[config.mk]
export PLATFORM = sky130hd
export DESIGN_NAME = mux_share_arbiter_flat
export DESIGN_NICKNAME = d
export VERILOG_FILES = /design/src/rtl/mux_share_arbiter_if.sv /design/src/rtl/mux_share_arbiter.sv /design/src/flat_wrapper.sv
export SDC_FILE = /design/constraint.sdc
export NUM_CORES = 1
export LEC_CHECK = 0
export BUFFER_PORTS_ARGS = -buffer_cell sky130_fd_sc_hd__buf_4
export CAP_MARGIN = 20
export CORE_MARGIN = 2
export CORE_UTILIZATION = 50
export CTS_CLUSTER_SIZE = 8
export DETAILED_ROUTE_END_ITERATION = 10
export PLACE_DENSITY = 0.73
export SLEW_MARGIN = 30
export SYNTH_ARGS = -nofsm -noshare
export SYNTH_HDL_FRONTEND = slang
export SYNTH_SLANG_ARGS = --single-unit
[constraint.sdc]
create_clock -name clk -period 4.7 [get_ports clk]
set_clock_uncertainty 0.1 [all_clocks]
set_input_delay 1.41 -clock clk [delete_from_list [all_inputs] [get_ports clk]]
set_output_delay 1.41 -clock clk [all_outputs]
set_load 0.01 [all_outputs]
[src/rtl/mux_share_arbiter_if.sv]
// Handshake bundle between the two requesters/consumer and the mux-share arbiter.
// The arbiter uses the slave modport; the requester/consumer side uses master.
interface mux_share_arbiter_if;
    logic req_a;
    logic req_b;
    logic ready;
    logic grant_a;
    logic grant_b;
    logic S;
    logic E;
    logic beat;
    logic burst_done;

    modport slave (
        input  req_a,
        input  req_b,
        input  ready,
        output grant_a,
        output grant_b,
        output S,
        output E,
        output beat,
        output burst_done
    );

    modport master (
        output req_a,
        output req_b,
        output ready,
        input  grant_a,
        input  grant_b,
        input  S,
        input  E,
        input  beat,
        input  burst_done
    );
endinterface

[src/rtl/mux_share_arbiter.sv]
// Round-robin owner of a shared quad 2:1 mux; grant/S/E registered, 1 cycle from request.
// Backpressure: ready=0 stalls the beat count; bursts of BURST beats, then re-arbitrate.
module mux_share_arbiter #(
    parameter int BURST = 4
) (
    input  logic                  clk,
    input  logic                  rst,
    mux_share_arbiter_if.slave    bus
);

    typedef enum logic [1:0] {
        IDLE    = 2'd0,
        GRANT_A = 2'd1,
        GRANT_B = 2'd2
    } state_t;

    localparam logic [4:0] CNT_LAST = 5'(BURST - 1);

    state_t     state_q, state_d;
    logic [4:0] cnt_q, cnt_d;
    logic       last_q, last_d;   // 0 = A served last, 1 = B served last
    logic       s_q, s_d;
    logic       burst_done_q, burst_done_d;
    logic       owned;
    logic       beat_int;

    assign owned    = (state_q == GRANT_A) || (state_q == GRANT_B);
    assign beat_int = owned && bus.ready;

    assign bus.grant_a    = (state_q == GRANT_A);
    assign bus.grant_b    = (state_q == GRANT_B);
    assign bus.S          = s_q;
    assign bus.E          = !owned;
    assign bus.beat       = beat_int;
    assign bus.burst_done = burst_done_q;

    always_comb begin
        state_d      = state_q;
        cnt_d        = cnt_q;
        last_d       = last_q;
        s_d          = s_q;
        burst_done_d = 1'b0;

        unique case (state_q)
            IDLE: begin
                if (bus.req_a && (!bus.req_b || last_q)) begin
                    state_d = GRANT_A;
                    cnt_d   = '0;
                    last_d  = 1'b0;
                    s_d     = 1'b0;
                end else if (bus.req_b) begin
                    state_d = GRANT_B;
                    cnt_d   = '0;
                    last_d  = 1'b1;
                    s_d     = 1'b1;
                end
            end
            GRANT_A: begin
                if (!bus.req_a) begin
                    state_d = IDLE;
                    cnt_d   = '0;
                end else if (beat_int && cnt_q == CNT_LAST) begin
                    burst_done_d = 1'b1;
                    cnt_d        = '0;
                    // Hand over without a bubble if B is already waiting.
                    if (bus.req_b) begin
                        state_d = GRANT_B;
                        last_d  = 1'b1;
                        s_d     = 1'b1;
                    end
                end else if (beat_int) begin
                    cnt_d = cnt_q + 5'd1;
                end
            end
            GRANT_B: begin
                if (!bus.req_b) begin
                    state_d = IDLE;
                    cnt_d   = '0;
                end else if (beat_int && cnt_q == CNT_LAST) begin
                    burst_done_d = 1'b1;
                    cnt_d        = '0;
                    if (bus.req_a) begin
                        state_d = GRANT_A;
                        last_d  = 1'b0;
                        s_d     = 1'b0;
                    end
                end else if (beat_int) begin
                    cnt_d = cnt_q + 5'd1;
                end
            end
            default: begin
                state_d = IDLE;
                cnt_d   = '0;
            end
        endcase
    end

    always_ff @(posedge clk) begin
        if (rst) begin
            state_q      <= IDLE;
            cnt_q        <= '0;
            last_q       <= 1'b1;
            s_q          <= 1'b0;
            burst_done_q <= 1'b0;
        end else begin
            state_q      <= state_d;
            cnt_q        <= cnt_d;
            last_q       <= last_d;
            s_q          <= s_d;
            burst_done_q <= burst_done_d;
        end
    end

endmodule

[src/flat_wrapper.sv]
// flat-port wrapper written by rule: the top's interface ports become plain ports
module mux_share_arbiter_flat 
#(
    parameter int BURST = 4
)
  (clk, rst, bus_req_a, bus_req_b, bus_ready, bus_grant_a, bus_grant_b, bus_S, bus_E, bus_beat, bus_burst_done);
  mux_share_arbiter_if bus_i ();
  input  logic clk;
  input  logic rst;
  input wire logic [$bits(bus_i.req_a)-1:0] bus_req_a;
  input wire logic [$bits(bus_i.req_b)-1:0] bus_req_b;
  input wire logic [$bits(bus_i.ready)-1:0] bus_ready;
  output wire logic [$bits(bus_i.grant_a)-1:0] bus_grant_a;
  output wire logic [$bits(bus_i.grant_b)-1:0] bus_grant_b;
  output wire logic [$bits(bus_i.S)-1:0] bus_S;
  output wire logic [$bits(bus_i.E)-1:0] bus_E;
  output wire logic [$bits(bus_i.beat)-1:0] bus_beat;
  output wire logic [$bits(bus_i.burst_done)-1:0] bus_burst_done;
  assign bus_i.req_a = bus_req_a;
  assign bus_i.req_b = bus_req_b;
  assign bus_i.ready = bus_ready;
  assign bus_grant_a = bus_i.grant_a;
  assign bus_grant_b = bus_i.grant_b;
  assign bus_S = bus_i.S;
  assign bus_E = bus_i.E;
  assign bus_beat = bus_i.beat;
  assign bus_burst_done = bus_i.burst_done;
  mux_share_arbiter #(.BURST(BURST)) u_core (.clk(clk), .rst(rst), .bus(bus_i));
endmodule
# Word level (Yosys, flattened, before mapping)
# Index checks and enable logic that the tools add are counted.
# W data, S select, Z words.
# classes
add_sub_neg	1
n_mux	32
eq_ne	12
reduce_logical	11
# op_table
op	n
$mux W5	6
$pmux W5 S3	1
$mux W1	14
$mux W2	7
$ne A3 B2 Y1 const B	3
$ne A2 B2 Y1 const B	3
$pmux W1 S3	2
$pmux W2 S3	1
$reduce_and A6 Y1	1
$add A5 B1 Y5 const B	1
$eq A5 B2 Y1 const B	1
$ne A2 B1 Y1 const B	2
$logic_and A1 B1 Y1	3
$ne A3 B3 Y1 const B	1
$reduce_and A3 Y1	1
$reduce_bool A3 Y1	1
$eq A2 B1 Y1 const B	1
$eq A2 B2 Y1 const B	1
$logic_not A1 Y1	2
$logic_not A2 Y1	1
$logic_or A1 B1 Y1	2
$pmux W1 S2	1
# totals
wordCells	61
regBits	10
in_bits	5
out_inout_bits	6

# Longest topological paths before layout
# depth
depth_word	7
mapped_depth	6
depth_no_buf	6

# Worst setup path before layout
# No wires, ideal clock.
# synth_path
path_type	input port to output port
start	input port bus_ready
end	output port bus_beat
path_stages	2
t_arrival_ps	1617
setup_slack_ps	1573
path_buffers	0
required_ps	3190
cell_sequence	nand2_1 -> inv_1
# synth_via
elab_chain_cells	1
# synth_rtl
item	line	source
start: declaration	flat_wrapper.sv:12	input wire logic [$bits(bus_i.ready)-1:0] bus_ready;
$logic_and A1 B1 Y1	mux_share_arbiter.sv:28	assign beat_int = owned && bus.ready;
end: declaration	flat_wrapper.sv:17	output wire logic [$bits(bus_i.beat)-1:0] bus_beat;
# Every way passes these cells.

# Worst setup path after layout
# Same ends and word-level chain as after synthesis.

==> impl_metrics.ini <==
[outcome]
status = finished, final reports clean

[hold_path]
hold_path_end = u_core.last_q
hold_path_class = flip-flop to flip-flop
worstHoldStart = u_core.last_q
worst_hold_path.num_cells = 2

[critical_path]
cp-startpoint = bus_ready
worst-setup-path-type = input pin to output pin
r2r-end = u_core.last_q
regToRegSetupSlack_ns = 2.88
critPathMaxFanout = 6
crit_required_ns = 3.19
critical_path_arrival_ns = 1.88
cp-end-kind = output pin
crit_path_start_kind = input pin
r2r_cells = 5
timing.rr.start = u_core.cnt_q[0]

[grt]
grt.overflow.total = 0
grt.met3_usage = 0.0500
grt_pass1_vias = 449
busiest_layer = met2
grtUsageTotal = 0.166
grt_use_met1 = 0.209
grt_max_degree = 11
antenna_found_initial = 0
grt_pass1_wl_um = 1770
grt_util_met2 = 0.258

[clock_tree]
clk_latency_ns = 0.26
post_cts_resized = 0
root_buffer = clkbuf_4
cts_buffers = 3
clk_pin_slew_worst_paths_ns = 0.06
h-tree-depth = 1
postCtsSetupBuffers = 0
tritoncts = yes
cts_buffer_depth = 2
cts.sinks = 10
ctsHoldBuffers = 0

[power]
seq_power_share = 0.318
vdd.ir_drop.worst_v = 0.000180
p_int_mw = 0.210
clkPwrFrac = 0.236
p_leak_nw = 0.304
p_sw_mw = 0.111
comb_power_share = 0.446
power_density_nw_per_um2 = 415
switching_share = 0.346

[timing]
slew_viol_final = 0
tightestPinTransition_ns = 0.461
slew_headroom = 0.691
fin_crit_ns = 3.39
finalCritPeriodShare = 0.722
rsz0062_at_grt = false
timing.fmax_mhz = 295
layout_setup_ws_ns = 1.31
setup_viol = 0
tns_ns = 0
hold_viol_final = 0

[die]
chipHeight_um = 40.2
rows = 13
core_um2 = 1270
ios = 11
die_area_um2 = 1620
start_util = 0.518
die_w_um = 40.2

[placed_design]
portBuffers = 10
dp_slack_ns = 1.31
dpl-instance-area_um2 = 739
dpl.hpwl_um = 861
place_congestion = 0.701

[logic_synthesis]
syn-cell-area_um2 = 657
synth_top_area_cell = dfxtp_1
ys.flop_type = dfxtp_1
yosys.cell_types.count = 33
synth.area.top_cells = dfxtp_1, ha_1, xnor2_1
synth.top_cell.area_share = 0.305
synthCells = 71
syn-mean-instance-area_um2 = 9.25
synth_seq_cells = 10
yosysWarnings = 0
yosysSeqAreaShare = 0.305
synthArstFlopShare = 0
syn-num-nets = 81
synth-edff-count = 0

[route]
drc = 0
drtAntennaViolNets = 0
drt_wl_total_um = 1120
vias = 538
via_per_inst = 5.49
wl_per_cell_um = 11.5
drtIter0Drc = 9
first_pass_iters = 4

[layout]
most-common-layout-cells = buf_4, dfxtp_1, nor2_1
area_delta_synth_final_pct = 18.1
nets = 94
diodes = 0
multi_input_area_um2 = 427
drive_gt1_frac = 0.241
fin_area_um2 = 776
fill_cells = 124
ff_latch_area_um2 = 200

[job]
drv_cap = 0
[synthesized netlist by cell type, types with 2 or more instances]
cell	number
nand3_1	3
o21bai_1	2
xnor2_1	4
ha_1	5
dfxtp_1	10
inv_1	5
nor3_1	4
nand2_1	2
a21oi_1	5
nor2_1	8
[stage by stage]
step / total power, mW / hold slack, ns / utilization / std cells
floorplan: 0.209 / 0.357 / - / 71
global placement: 0.247 / 0.372 / 0.583 / 94
detailed placement: 0.248 / 0.394 / 0.583 / 94
CTS: 0.325 / 0.410 / 0.611 / 98
global route: 0.346 / 0.447 / 0.611 / 98
finish: 0.322 / 0.404 / 0.611 / 98
[worst max path at each step]
stage | to | slack (ns) | cells after the start
after detailed placement | bus_beat | 1.31 | 4
after CTS | bus_beat | 1.31 | 4
after global placement | bus_beat | 1.31 | 4
after global routing | bus_beat | 1.28 | 4
after floorplan | bus_beat | 1.57 | 2
final | bus_beat | 1.31 | 4
[flip-flops by register name (all words and copies together), names as in the netlist]
signal and count:
u_core.bus.burst_done 1, u_core.state_q 2, u_core.last_q 1, u_core.cnt_q 5
u_core.bus.S 1
[metal layers]
| metal | wire length, µm | up-vias |
|---|---|---|
| li1 | - | 287 |
| met1 | 548 | 236 |
| met2 | 508 | 13 |
| met3 | 57 | 2 |
| met4 | 10 | 0 |
| met5 | 0 | - |
[power groups by stage]
stage	logic [mW]	registers, mW	clock network (mW)
after floorplan	0.104	0.104	0
after global placement	0.143	0.104	0
final	0.143	0.102	0.0759
after global routing	0.160	0.103	0.0823
after detailed placement	0.143	0.104	0
after CTS	0.144	0.102	0.0792
[cell families (layout without fill, tap and decap cells)]
group | Yosys count | count (layout) | synth area share
AO/OA/AOI/OAI | 18 | 18 | 0.250
adder cells (fa/ha/maj) | 5 | 5 | 0.0952
buffers and inverters | 7 | 19 | 0.0457
AND/OR/NAND/NOR | 26 | 26 | 0.236
multiplexers | 1 | 1 | 0.0152
XOR/XNOR | 4 | 4 | 0.0533
flip-flops | 10 | 10 | 0.305
[critical path: stages]
cell and delay (ns):
buf_4 0.12, nand2_1 0.14, inv_1 0.06, buf_4 0.14
[cell type report]
cell class                 count  area share
clock buffer                   4      0.0468
inverter                       5      0.0242
multi-input combinational     54       0.550
sequential                    10       0.258
tap                           15      0.0242
timing repair buffer          10      0.0968
Power figures use the tool's default switching activity.
